===== config.mk =====
export PLATFORM = sky130hd
export DESIGN_NAME = complement_sequencer
export DESIGN_NICKNAME = d
export VERILOG_FILES = /design/src/rtl/complement_sequencer.sv
export SDC_FILE = /design/constraint.sdc
export NUM_CORES = 1
export LEC_CHECK = 0
export CAP_MARGIN = 25
export CELL_PAD_IN_SITES_DETAIL_PLACEMENT = 0
export CELL_PAD_IN_SITES_GLOBAL_PLACEMENT = 1
export CORE_MARGIN = 8
export CORE_UTILIZATION = 39
export DETAILED_ROUTE_END_ITERATION = 8
export PLACE_DENSITY_LB_ADDON = 0.1
export SLEW_MARGIN = 15
export SYNTH_ARGS = -nofsm -noshare
export SYNTH_HDL_FRONTEND = slang
export SYNTH_SLANG_ARGS = --single-unit

===== constraint.sdc =====
create_clock -name clock -period 2.15 [get_ports clock]
set_input_delay 0.43 -clock clock [delete_from_list [all_inputs] [get_ports clock]]
set_output_delay 0.43 -clock clock [all_outputs]
set_load 0.02 [all_outputs]

===== src/rtl/complement_sequencer.sv =====
// Operand sequencer for the two-phase two's-complement unit: FIFO in, hold, capture, valid/ready out.
// Optional result cross-check is enabled by defining SEQ_SELF_CHECK_EN (adds the check_error port).
module complement_sequencer #(
  parameter int NUMBER_OF_BITS = 3,
  parameter int FIFO_DEPTH     = 4,
  parameter int HOLD_CYCLES    = 3
) (
  input  logic                    clock,
  input  logic                    reset,
  input  logic [NUMBER_OF_BITS:0] in_data,
  input  logic                    in_valid,
  output logic                    in_ready,
  output logic [NUMBER_OF_BITS:0] comp_value,
  input  logic [NUMBER_OF_BITS:0] comp_result,
  output logic [NUMBER_OF_BITS:0] out_data,
  output logic                    out_valid,
  input  logic                    out_ready,
`ifdef SEQ_SELF_CHECK_EN
  output logic                    check_error,
`endif
  output logic                    busy
);
  localparam int W   = NUMBER_OF_BITS + 1;
  localparam int AW  = (FIFO_DEPTH > 1) ? $clog2(FIFO_DEPTH) : 1;
  localparam int NW  = AW + 1;
  localparam int CW  = $clog2(HOLD_CYCLES + 1);
  localparam logic [NW-1:0] DEPTH_C = NW'(FIFO_DEPTH);
  localparam logic [CW-1:0] HOLD_C  = CW'(HOLD_CYCLES);

  typedef enum logic [1:0] {IDLE, DRIVE, PRESENT} state_t;

  state_t          state;
  logic [CW-1:0]   wait_cnt;
  logic [W-1:0]    mem [FIFO_DEPTH];
  logic [AW-1:0]   rd_ptr, wr_ptr;
  logic [NW-1:0]   count;
  logic            full, empty, push, pop;

  // Flow control looks only at registered occupancy, so a same-cycle pop never frees a full FIFO
  // and a push into an empty FIFO is never popped on the same edge.
  assign full     = (count == DEPTH_C);
  assign empty    = (count == '0);
  assign in_ready = !full;
  assign push     = in_valid && !full;
  assign pop      = (state == IDLE) && !empty;
  assign busy     = (state != IDLE) || !empty;

  always_ff @(posedge clock) begin
    if (push) mem[wr_ptr] <= in_data;
  end

  always_ff @(posedge clock or posedge reset) begin
    if (reset) begin
      rd_ptr <= '0;
      wr_ptr <= '0;
      count  <= '0;
    end else begin
      if (push) wr_ptr <= wr_ptr + 1'b1;
      if (pop)  rd_ptr <= rd_ptr + 1'b1;
      case ({push, pop})
        2'b10:   count <= count + 1'b1;
        2'b01:   count <= count - 1'b1;
        default: count <= count;
      endcase
    end
  end

`ifdef SEQ_SELF_CHECK_EN
  logic [W-1:0] op_reg;
  logic [W-1:0] expect_res;
  assign expect_res = ~op_reg + 1'b1;
`endif

  // Operand is held for HOLD_CYCLES+1 edges so the unit's free-running phase toggle
  // completes a latch/compute pair under either alignment before capture.
  always_ff @(posedge clock or posedge reset) begin
    if (reset) begin
      state      <= IDLE;
      wait_cnt   <= '0;
      comp_value <= '0;
      out_data   <= '0;
      out_valid  <= 1'b0;
`ifdef SEQ_SELF_CHECK_EN
      op_reg      <= '0;
      check_error <= 1'b0;
`endif
    end else begin
      case (state)
        IDLE: begin
          if (!empty) begin
            comp_value <= mem[rd_ptr];
`ifdef SEQ_SELF_CHECK_EN
            op_reg     <= mem[rd_ptr];
`endif
            wait_cnt   <= '0;
            state      <= DRIVE;
          end
        end
        DRIVE: begin
          wait_cnt <= wait_cnt + 1'b1;
          if (wait_cnt == HOLD_C) begin
            out_data  <= comp_result;
            out_valid <= 1'b1;
            state     <= PRESENT;
`ifdef SEQ_SELF_CHECK_EN
            if (comp_result != expect_res) check_error <= 1'b1;
`endif
          end
        end
        PRESENT: begin
          if (out_ready) begin
            out_valid <= 1'b0;
            state     <= IDLE;
          end
        end
        default: state <= IDLE;
      endcase
    end
  end
endmodule


# Word-level counts from Yosys, hierarchy flattened
# Memory sizes are Yosys's and may differ from the RTL's. A register that Yosys moved wholly into a read port is not among the register bits.
# Cells that the tools add are included.
dict set report totals {
  register_bits 16
  ramBits 16
  in_bits 12
  elab_cells 51
  n_memories 1
}
# name words word_bits rd rd_ports_with_merged_regs wr line_no
set mem_list {}
lappend mem_list {mem 4 4 1 1 1 34} ;# logic [W-1:0] mem [FIFO_DEPTH];
dict set report classes {
  n_addsub 5
  eq_ne 9
  mux 12
  n_bitwise 1
  n_reduce_logical 16
}
# op n
set ops {}
lappend ops {{2-to-1 mux 2 bit} 4}
lappend ops {{nonzero test 2 bit} 4}
lappend ops {{adder 2 x 1 -> 2 bit, second input constant} 3}
lappend ops {{== test 2 bit, second input constant} 3}
lappend ops {{inequality test 2 bit, second input constant} 3}
lappend ops {{one-hot mux 2 bit (3 select lines)} 1}
lappend ops {{one-hot mux 3 bit (2 select lines)} 1}
lappend ops {{AND reduction 2 bit} 3}
lappend ops {{AND reduction 3 bit} 2}
lappend ops {{== test 2 x 1 -> 1 bit, second input constant} 2}
lappend ops {{2-to-1 mux 1 bit} 4}
lappend ops {{one-hot mux 2 bit (2 select lines)} 1}
lappend ops {{adder 3 x 1 -> 3 bit, second input constant} 1}
lappend ops {{== test 3 bit, second input constant} 1}
lappend ops {{logical NOT 3 bit} 1}
lappend ops {{subtractor 3 x 1 -> 3 bit, second input constant} 1}
lappend ops {{logical AND 1 bit} 2}
lappend ops {{logical NOT 1 bit} 2}
lappend ops {{logical NOT 2 bit} 1}
lappend ops {{one-hot mux 1 bit (2 select lines)} 1}
lappend ops {{logical OR 1 bit} 1}
lappend ops {{NOT 1 bit} 1}

# Longest topological paths before layout
# Gate-level depths: netlist of the first run.
dict set report logic_depth {
  ltp_word 5
  mapped_depth 8
}

# Worst setup path after synthesis of the first run
# OpenSTA, ideal clock, no wires.
dict set report synth_timing {
  kind {register -> register}
  from {register count[0]}
  to {register count[1]}
  arrival_ns 1.956
  setup_slack_ns 0.069
  path_stages_with_launch 7
  path_buffers 0
  path_cell_list {dfrtp_1 or3b_4 and2_4 inv_1 ha_1 fa_1 mux2_2}
}
dict set report synth_via {
  elab_chain_len 5
}
# item line_no
set synth_lines {}
lappend synth_lines {{from (decl)} 36} ;# logic [NW-1:0] count;
lappend synth_lines {{from (signal assigned)} 61} ;# 2'b10: count <= count + 1'b1;
lappend synth_lines {{from (signal assigned)} 62} ;# 2'b01: count <= count - 1'b1;
lappend synth_lines {{from (signal assigned)} 63} ;# default: count <= count;
lappend synth_lines {{== test 3 bit *} 41} ;# assign full = (count == DEPTH_C);
lappend synth_lines {{logical NOT 1 bit *} n/a}
lappend synth_lines {{net in_ready} 12} ;# output logic in_ready,
lappend synth_lines {{logical AND 1 bit *} 44} ;# assign push = in_valid && !full;
lappend synth_lines {{== test 2 x 1 -> 1 bit or == test 2 bit (tied branches)} 60} ;# case ({push, pop})
lappend synth_lines {{one-hot mux 3 bit (2 select lines) or nonzero test 2 bit (tied branches)} n/a}
# Mark *: on every way through the listed nets, which the timed path passes. The rest lies on a longest branch.
# A chain may end at the register's enable or synchronous reset.

# Final worst setup path of the first run
dict set report layout_timing {
  from {register count[1]}
  to {register count[1]}
}
dict set report layout_via {
  elab_chain_len 5
}
# item line_no
set layout_lines {}
lappend layout_lines {{== test 3 bit or logical NOT 3 bit (tied branches)} {41, 42}}
lappend layout_lines {{logical NOT 1 bit, on equally long branches} n/a}
lappend layout_lines {{logical AND 1 bit, on equally long branches} {44, 45}}
lappend layout_lines {{== test 2 x 1 -> 1 bit or == test 2 bit (tied branches)} 60}
lappend layout_lines {{one-hot mux 3 bit (2 select lines) or nonzero test 2 bit (tied branches)} n/a}
# Parallel ways exist; a longest one is shown, timed or not.

==> results of run 1 <==
==> worst max path at each step <==
stage,startpoint,to,slack (ns)
after global placement,in_valid,count[2]$_DFFE_PP0P_,0.006
final,count[1]$_DFFE_PP0P_,count[1]$_DFFE_PP0P_,0.07
after floorplan,count[0]$_DFFE_PP0P_,count[1]$_DFFE_PP0P_,0.07
after detailed placement,in_valid,count[2]$_DFFE_PP0P_,-0.04
after global routing,count[1]$_DFFE_PP0P_,count[1]$_DFFE_PP0P_,0.007
after CTS,count[1]$_DFFE_PP0P_,count[1]$_DFFE_PP0P_,0.05
==> cell families after synthesis <==
logic type / count (synthesis)
fa+ha+maj: 7
buf+inv: 7
compound gates: 6
flops: 36
mux: 14
xor+xnor: 6
simple gates: 22
==> per-stage QoR <==
stage	setup slack [ns]	instance area (µm²)	setup TNS, ns	util, %	std cells
3_3_place_gp	0.00637	1840	0	49.5	173
2_1_floorplan	0.0689	1520	0	-	98
3_5_place_dp	-0.0393	1840	-0.0457	49.5	173
6_report	0.0727	1920	0	51.8	181
5_1_grt	0.00730	1920	0	51.8	181
4_1_cts	0.0547	1920	0	51.7	181
==> where the power goes <==
part / internal, W / switching [W]
Clock: 0.000224 / 0.000228
Combinational: 0.000665 / 0.000538
Sequential: 0.000991 / 0.000191
==> Yosys cell counts, drive strengths merged <==
cell,count
edfxtp,16
inv,6
mux4,4
nor2b,1
fa,1
ha,6
or3,1
and3,4
mux2,10
o31ai,1
and2,1
a21oi,2
nand2,7
nand2b,2
o21ai,3
xor2,1
xnor2,5
dfrtp,20
nand3,1
nor3,1
or3b,1
nor2,3
buf,1
==> final cells by class <==
class | count | area (µm²) | area share, %
inverters | 6 | 22.5 | 1.17
clock inverters | 2 | 11.3 | 0.585
well taps | 48 | 60.1 | 3.12
repair buffers | 28 | 264 | 13.7
flip-flops and latches | 36 | 982 | 51.0
clock buffers | 6 | 72.6 | 3.77
multi-input cells | 55 | 512 | 26.6
==> what timing repair did <==
item / in CTS / in global routing
gates cloned: 0 / 0
endpoints found under the setup margin: 1 / 2
resized for setup: 1 / 2
==> sequential cells by signal, indices dropped and copies added (netlist names), 2 cells and up <==
name / cells
comp_value: 4
count: 3
mem: 16
out_data: 4
rd_ptr: 2
state: 2
wait_cnt: 2
wr_ptr: 2
==> per-layer routing <==
layer	track usage [%]	vias to the layer above
met5	0	-
met4	3.33	0
met3	4.44	4
met2	13.8	20
met1	11.6	429
li1	-	413
==> worst register-to-register path, stage by stage, from the launching register on <==
cell	delay (ns)
sky130_fd_sc_hd__dfrtp_2	0.44
sky130_fd_sc_hd__or3b_4	0.42
sky130_fd_sc_hd__and2_4	0.18
sky130_fd_sc_hd__inv_1	0.05
sky130_fd_sc_hd__ha_1	0.18
sky130_fd_sc_hd__fa_1	0.43
sky130_fd_sc_hd__mux2_2	0.27
==> flow_summary.rst, run 1 <==
.. list-table::
   :header-rows: 1

   * - Metric
     - Value
   * - Worst slew margin
     - 76.5%
   * - Master of the slowest instance on the critical path
     - sky130_fd_sc_hd__dfrtp_2
   * - CP max stage delay
     - 0.44 ns
   * - Filler Cell Count
     - 314
   * - Total routed wirelength
     - 2.69 mm
   * - Ports placed on the boundary
     - 23
   * - Clock Skew
     - 0.00731 ns
   * - Root cell of the clock tree
     - sky130_fd_sc_hd__clkbuf_8
   * - Number of detailed-routing iterations run before antenna repair
     - 4
   * - R2R cell count
     - 6
   * - Register-to-register path setup slack
     - 0.07 ns
   * - Result of the run
     - finished, final reports clean
   * - Post-synthesis adder-cell area fraction
     - 6.27%
   * - Maximum ir drop on the vdd rail
     - 757 µV
   * - Number of buffer and inverter stages on the critical path
     - 1
   * - Leading area contributor after synthesis
     - sky130_fd_sc_hd__dfrtp_1
   * - Maximum number of pins on one net before global-route repair
     - 21
   * - Final RePlAce weighted congestion
     - 0.694
   * - Antenna-violating nets left
     - 0
   * - Clock latency of the later-clocked register in the worst-skew pair
     - 0.28 ns
   * - Violation count after the first detailed-route iteration
     - 70
   * - Synth Warn #
     - 0
   * - Via density per instance
     - 4.78
   * - Antenna violations before repair
     - 0
   * - DRT met1 WL
     - 1.22 mm
   * - Number of different library cells in the post-synthesis netlist
     - 25
   * - Core Area
     - 0.00372 mm²
   * - Path class of the lowest-slack min-delay path
     - in2async
   * - Final Hold Vio Count
     - 0
   * - Antenna fix cells
     - 0
   * - Fmax
     - 481 MHz
   * - Number of global-route vias before repair
     - 891
   * - Buffers inserted during post-CTS setup optimization
     - 0
   * - First-pass GRT wire length
     - 4.41 mm
   * - Count of port buffers added during placement
     - 22
   * - Syn Std Cell Area
     - 0.00152 mm²
   * - Synth Area in Compound Gates
     - 2.14%
   * - Leading cell type in the layout, fill and taps excluded
     - sky130_fd_sc_hd__clkdlybuf4s50_1
   * - Static leakage power
     - 0.772 nW
   * - Sum of internal, switching and leakage power
     - 0.00284 W
   * - Count of max-cap constraint violations
     - 0
   * - Die area
     - 0.00614 mm²
   * - Total global routing track utilization
     - 9.32%
   * - Slew at the pin with the worst max-slew slack
     - 0.353 ns
   * - Count of clock tree sinks
     - 36
   * - Unrepaired setup endpoints after global routing
     - false
   * - Wire length per cell after detailed routing
     - 14.9 µm
   * - Initial cell density of the core
     - 40.8%
   * - Critical path class
     - reg2reg
   * - CP top delay family
     - adder cells
   * - Number of buffers created by CTS
     - 5
   * - Highest metal layer with signal wires
     - met4
   * - Period Utilization, post-route
     - 96.6%
   * - Max Slew Vio Count
     - 0
   * - Total number of nets in the final design
     - 151
   * - Fraction of synthesized cell area in xor and xnor cells
     - 3.46%
   * - Flop and latch count out of synthesis
     - 36
   * - Half-perimeter wire length of the detailed placement result
     - 1.99 mm
   * - Number of H-tree levels
     - 2
   * - Arrival time of the worst setup path
     - 2.24 ns
   * - Count of standard-cell rows
     - 22
   * - Syn Nets
     - 117
   * - Worst hold slack
     - 0.474 ns
   * - Power density over cell area
     - 1470 mW/mm²
   * - Mux cell area share after synthesis
     - 13.6%
   * - Stages on worst setup path
     - 6
   * - Most frequent cells in the layout
     - 21 x sky130_fd_sc_hd__clkdlybuf4s50_1, 19 x sky130_fd_sc_hd__dfrtp_1, 16 x sky130_fd_sc_hd__edfxtp_1
   * - Cell count after synthesis
     - 98
   * - Met3 wire length
     - 142 µm
   * - Area added between synthesis and finish
     - 26.8%
   * - Floorplan die width
     - 78.4 µm
   * - Sequence of cells on the critical path
     - or3b_4, and2_4, inv_1, ha_1, fa_1, mux2_2
   * - Total grt overflow
     - 0
   * - Height of the die
     - 78.4 µm
   * - Detail Route met2 WL
     - 1.30 mm
   * - Cell types with the largest area share after synthesis
     - sky130_fd_sc_hd__dfrtp_1 33%, sky130_fd_sc_hd__edfxtp_1 32%, sky130_fd_sc_hd__mux2_2 6.7%
   * - Kind of end point of the critical path
     - register
   * - Type of element launching the critical path
     - register
   * - Post-synthesis share of cell area spent on and, or, nand and nor gates
     - 8.08%
   * - Combinational family with the most area after synthesis
     - multiplexers
   * - Via Count
     - 866
   * - Mean instance size in the synthesized netlist
     - 15.5 µm²
   * - DRC Markers
     - 0
   * - Required time of the critical path
     - 2.32 ns
   * - CTS tree
     - built
   * - Ratio of cells with drive above 1 in the final layout
     - 26.3%
   * - Reg-to-Reg End
     - count[1]$_DFFE_PP0P_
   * - RR Startpoint
     - count[1]$_DFFE_PP0P_
   * - Clock transition at the registers of the reported paths
     - 0.07 ns
   * - Max Root-Sink Buffers
     - 2
   * - Area share of the leading cell type in the synthesized netlist
     - 33.0%
   * - Sequential-to-total area share from yosys stat
     - 64.6%
   * - Time the final worst path needs with I/O delays and setup
     - 2.08 ns
   * - Number of setup violations in the final report
     - 0
   * - Number of buffers added to fix hold violations after cts
     - 0
   * - Largest fanout on the critical path
     - 6
No activity file was read; power rests on OpenSTA's default activity.
==> inputs of run 2 (changes only) <==
--- a/config.mk
+++ b/config.mk
@@ -12,6 +12,7 @@
 export CORE_UTILIZATION = 39
 export DETAILED_ROUTE_END_ITERATION = 8
 export PLACE_DENSITY_LB_ADDON = 0.1
+export SETUP_SLACK_MARGIN = 0.2
 export SLEW_MARGIN = 15
 export SYNTH_ARGS = -nofsm -noshare
 export SYNTH_HDL_FRONTEND = slang
==> run 2 against run 1 <==
Compared with the run above:
- sequential share of layout area is 2.7 points lower
- power grew 12%
- final area increased by 5.7%
==> flow_summary.rst, run 2 (synthesis results as in run 1) <==
.. list-table::
   :header-rows: 1

   * - Metric
     - Value
   * - Slew at the pin with the worst max-slew slack
     - 0.356 ns
   * - Static leakage power
     - 0.820 nW
   * - Power density over cell area
     - 1560 mW/mm²
   * - Area added between synthesis and finish
     - 34.0%
   * - Final RePlAce weighted congestion
     - 0.682
   * - Total number of nets in the final design
     - 156
   * - PnR worst setup slack
     - 0.171 ns
   * - Type of element launching the critical path
     - register
   * - Register area
     - 982 µm²
   * - First-pass GRT wire length
     - 4.30 mm
   * - Arrival time of the worst setup path
     - 2.14 ns
   * - DRC Markers
     - 0
   * - Antenna fix cells
     - 0
   * - Launch point of the critical path
     - count[0]$_DFFE_PP0P_
   * - Sequence of cells on the critical path
     - or3b_4, and2_4, inv_2, ha_4, fa_2, mux2_4
   * - Worst-case setup slack after placement
     - 0.00570 ns
   * - Critical path class
     - reg2reg
   * - Antenna violations before repair
     - 0
   * - Time the final worst path needs with I/O delays and setup
     - 1.98 ns
   * - Layout Utilization
     - 54.7%
   * - Clock latency of the later-clocked register in the worst-skew pair
     - 0.28 ns
   * - Max Slew Vio Count
     - 0
   * - Clock Skew
     - 0.00740 ns
   * - Number of detailed-routing iterations run before antenna repair
     - 4
   * - Ports placed on the boundary
     - 23
   * - Ratio of cells with drive above 1 in the final layout
     - 34.8%
   * - Required time of the critical path
     - 2.31 ns
   * - Count of standard-cell rows
     - 22
   * - Multi-input combinational cell area
     - 553 µm²
   * - Sum of internal, switching and leakage power
     - 0.00317 W
   * - Placed Cells
     - 170
   * - Filler Cell Count
     - 322
   * - Root cell of the clock tree
     - sky130_fd_sc_hd__clkbuf_8
   * - Maximum number of pins on one net before global-route repair
     - 21
   * - Clock transition at the registers of the reported paths
     - 0.07 ns
   * - Total global routing track utilization
     - 9.10%
   * - Via density per instance
     - 4.81
   * - Max Root-Sink Buffers
     - 2
   * - Global routing met2 resource utilization
     - 15.2%
   * - Worst slew margin
     - 76.3%
   * - Non-filler cells, final
     - 186
   * - CP top delay family
     - adder cells
   * - Half-perimeter wire length of the detailed placement result
     - 1.96 mm
   * - Master of the slowest instance on the critical path
     - sky130_fd_sc_hd__dfrtp_2
   * - CP max stage delay
     - 0.43 ns
   * - Total grt overflow
     - 0
   * - Layer with the highest usage after global routing
     - met2
   * - Number of buffer and inverter stages on the critical path
     - 1
   * - Count of max-cap constraint violations
     - 0
   * - Register-to-register path setup slack
     - 0.17 ns
   * - Largest registers
     - mem x16, comp_value x4, out_data x4
   * - Most frequent cells in the layout
     - 20 x sky130_fd_sc_hd__clkdlybuf4s50_1, 19 x sky130_fd_sc_hd__dfrtp_1, 16 x sky130_fd_sc_hd__edfxtp_1
   * - Number of flip-flops under the largest register name
     - 16
   * - Wire length per cell after detailed routing
     - 14.4 µm
   * - Floorplan die width
     - 78.4 µm
   * - Leading cell type in the layout, fill and taps excluded
     - sky130_fd_sc_hd__clkdlybuf4s50_1
   * - Via Count
     - 895
   * - Register name with the most flops
     - mem
   * - Met1 Track Usage GR
     - 9.92%
   * - Setup total negative slack
     - 0 ns
   * - Unrepaired setup endpoints after global routing
     - true
   * - Final Hold Vio Count
     - 0
   * - Maximum ir drop on the vdd rail
     - 907 µV
   * - Number of buffers created by CTS
     - 5
   * - RR Startpoint
     - count[0]$_DFFE_PP0P_
   * - Antenna-violating nets left
     - 0
   * - Fmax
     - 505 MHz
   * - Number of H-tree levels
     - 2
   * - Die area
     - 0.00614 mm²
   * - Count of clock tree sinks
     - 36
   * - Initial cell density of the core
     - 40.8%
   * - Result of the run
     - finished, final reports clean
   * - Count of port buffers added during placement
     - 22
   * - Number of global-route vias before repair
     - 931
   * - Path class of the lowest-slack min-delay path
     - in2async
   * - Violation count after the first detailed-route iteration
     - 44
   * - Kind of end point of the critical path
     - register
   * - Height of the die
     - 78.4 µm
   * - Period Utilization, post-route
     - 92.0%
   * - Total routed wirelength
     - 2.68 mm
   * - Core Area
     - 0.00372 mm²
   * - Number of setup violations in the final report
     - 0
   * - Global-route met3 utilization
     - 4.21%
   * - Largest fanout on the critical path
     - 4
   * - CTS tree
     - built
[run 2: final timing paths]
check	endpoint	cells after the start
max	count[1]$_DFFE_PP0P_	6
min	out_data[0]$_DFFE_PP0P_	3
max reg2reg	count[1]$_DFFE_PP0P_	6
min reg2reg	comp_value[1]$_DFFE_PP0P_	1
max in group asynchronous	count[0]$_DFFE_PP0P_	3
min in group clock	comp_value[1]$_DFFE_PP0P_	1
[run 2: cell type report]
| class | count | area share (%) |
|---|---|---|
| inverter | 6 | 1.48 |
| timing repair buffer | 33 | 14.8 |
| tap | 48 | 2.95 |
| multi-input combinational | 55 | 27.2 |
| clock buffer | 6 | 3.57 |
| clock inverter | 2 | 1.72 |
| sequential | 36 | 48.3 |
[run 2: metal layers]
| metal | share of wire, % | up-vias |
|---|---|---|
| met5 | 0 | - |
| met4 | 0.45 | 0 |
| met3 | 4.8 | 2 |
| met2 | 53 | 17 |
| met1 | 41 | 453 |
| li1 | - | 423 |
[run 2: per-stage QoR]
stage          hold WS (ns)  area [µm²]
2_1_floorplan         0.394        1550
3_3_place_gp          0.488        1840
3_5_place_dp          0.495        1840
4_1_cts               0.480        2000
5_1_grt               0.504        2030
6_report              0.474        2030
[run 2: worst register-to-register path: stages, from the launching register on]
cell	delay, ns
sky130_fd_sc_hd__dfrtp_2	0.43
sky130_fd_sc_hd__or3b_4	0.40
sky130_fd_sc_hd__and2_4	0.15
sky130_fd_sc_hd__inv_2	0.05
sky130_fd_sc_hd__ha_4	0.12
sky130_fd_sc_hd__fa_2	0.43
sky130_fd_sc_hd__mux2_4	0.28
[run 2: what timing repair did]
item                                    in CTS  in global routing
cloned                                       0                  0
setup buffers                                6                  2
hold buffers                                 0                  0
endpoints found under the setup margin       4                  2
gates resized for setup                      5                  5
pin swaps                                    2                  7
[run 2: power by group]
part	total (W)	switching, W	internal [W]
combinational	0.00143	0.000619	0.000808
clock	0.000569	0.000226	0.000344
sequential	0.00117	0.000181	0.000991
total	0.00317	0.00103	0.00214
==> RTL change (config.mk and constraints of run 2) <==
Build with the macro `SEQ_SELF_CHECK_EN` defined.
--- a/src/rtl/complement_sequencer.sv
+++ b/src/rtl/complement_sequencer.sv
@@ -1,4 +1,6 @@
 // Operand sequencer for the two-phase two's-complement unit: FIFO in, hold, capture, valid/ready out.
 // Optional result cross-check is enabled by defining SEQ_SELF_CHECK_EN (adds the check_error port).
+`define SEQ_SELF_CHECK_EN
+
 module complement_sequencer #(
   parameter int NUMBER_OF_BITS = 3,
Formal check against the unedited RTL (old outputs only; new: check_error): equivalent (Yosys induction, for registers that start in step).
==> RTL change against run 2 <==
Sequential share of layout area down 1.5 points. Fmax is 1.1% lower. Die area increased by 5.6%. Cell area up 5.7%. Utilization decreased by 0.98 points. Cell count up 7.5%. Clock power up 5.6%. Setup slack got worse by 0.022 ns. Sequential cell count grew 1. Routed wire length rose by 6.9%. Critical endpoint unchanged. Total power rose by 3.4%. First-iteration DRC count is 34% lower. Synthesized area increased by 7.0%.
==> RTL change: results <==
{
  "synth_edf_count": 16,
  "ys_types": 27,
  "wl_per_cell_um": 14.3,
  "synth_fa_ha_area_share_pct": 6.63,
  "htreeDepth": 2,
  "worstPathArrival_ns": 2.18,
  "critPathMaxFanout": 3,
  "ys_top_cells_by_area": "dfrtp_1 (32%), edfxtp_1 (30%), mux2_2 (6.9%)",
  "ir_worst_vdd_mv": 0.570,
  "cts_root_buf": "clkbuf_8",
  "cts.path.max_buffers": 2,
  "ff2ff_path_depth": 6,
  "status": "complete, no violations",
  "drive_above_1_share_pct": 30.0,
  "dp_hpwl_um": 2140,
  "num_antenna_cells": 0,
  "synth_common_cells": "dfrtp_1 (21), edfxtp_1 (16), mux2_2 (10)",
  "clk_pin_slew_ns": 0.08,
  "synthMuxAreaShare_pct": 13.4,
  "antenna_found_initial": 0,
  "grt_max_degree": 22,
  "async_flop_share_pct": 56.8,
  "numCtsBuffers": 5,
  "ys_warn_count": 0,
  "placedCellCount": 183,
  "slowest_stage": "or3b_4",
  "critPathMaxStageDelay_ns": 0.43,
  "fin_setup_tns_ns": 0,
  "critPathKind": "reg2reg",
  "grt.total_usage_pct": 9.87,
  "grt_pass1_vias": 1032,
  "drtIter0Drc": 29,
  "dpl-instance-area_um2": 1970,
  "place_congestion": 0.674,
  "largest_reg_flops": 16,
  "syn-num-nets": 127,
  "skew_ns": 0.00635,
  "post-place-ws_ns": -0.0122,
  "finalNonFillerCells": 200,
  "vias": 949,
  "synth-compound-area-share_pct": 2.93,
  "synth_xor_area_share_pct": 6.47,
  "finalNetCount": 169,
  "p_leak_nw": 0.875,
  "port_buffers": 23,
  "hold_path.class": "in2async",
  "nFillCells": 358,
  "yosysSeqAreaShare_pct": 61.9,
  "worst_skew_pair.late_latency_ns": 0.29,
  "dr.pass1.iters": 3,
  "grt_first_pass_wirelength_um": 4930,
  "syn_area_per_cell_um2": 15.2,
  "max-slew-margin-rel_pct": 78.1
}
-- RTL change: worst paths after layout --
check	slack [ns]	start	end
worst max-delay path	0.15	count[1]	count[1]
min in group clock	0.51	out_data[1]	out_data[1]
worst min-delay path	0.48	reset	out_valid
worst min register to register	0.51	out_data[1]	out_data[1]
worst max register to register	0.15	count[1]	count[1]
max in group asynchronous	1.45	reset	out_data[0]
-- RTL change: area by class of cell --
class	instances	area, um^2	area share, %
clock buffers	5	68.8	3.20
inverters	8	32.5	1.51
flip-flops and latches	37	1010	46.8
clock inverters	3	46.3	2.15
multi-input cells	61	612	28.5
well taps	50	62.6	2.91
repair buffers	36	322	15.0
-- RTL change: cell families after synthesis --
kind of cell / count (synthesis)
flops: 37
xor+xnor: 12
compound gates: 8
buf+inv: 9
mux: 15
simple gates: 18
fa+ha+maj: 8
-- RTL change: report_power, final --
group / switching, W / total, W / internal (W) / leakage (nW)
combinational: 0.000609 / 0.00145 / 0.000840 / 0.429
sequential: 0.000212 / 0.00122 / 0.00101 / 0.391
clock: 0.000254 / 0.000601 / 0.000347 / 0.0543
total: 0.00107 / 0.00327 / 0.00220 / 0.875
-- RTL change: routing by layer --
layer	track usage, %	part of all wire, %
met5	0	0
met2	16.4	51
met4	3.82	0.77
met3	3.68	5.6
met1	11.2	42
-- RTL change: critical path, delay by kind of cell, from the launching register on --
family | cells | cell delay [ns]
and+or+nand+nor | 2 | 0.61
adders and majority gates | 2 | 0.55
DFF | 1 | 0.41
buffers and inverters | 1 | 0.05
muxes | 1 | 0.27
-- RTL change: repair_timing --
action	in CTS	in global routing
pin swaps	1	8
resized for setup	3	4
endpoints found under the setup margin	4	3
buffers inserted	5	4
hold buffers	0	0
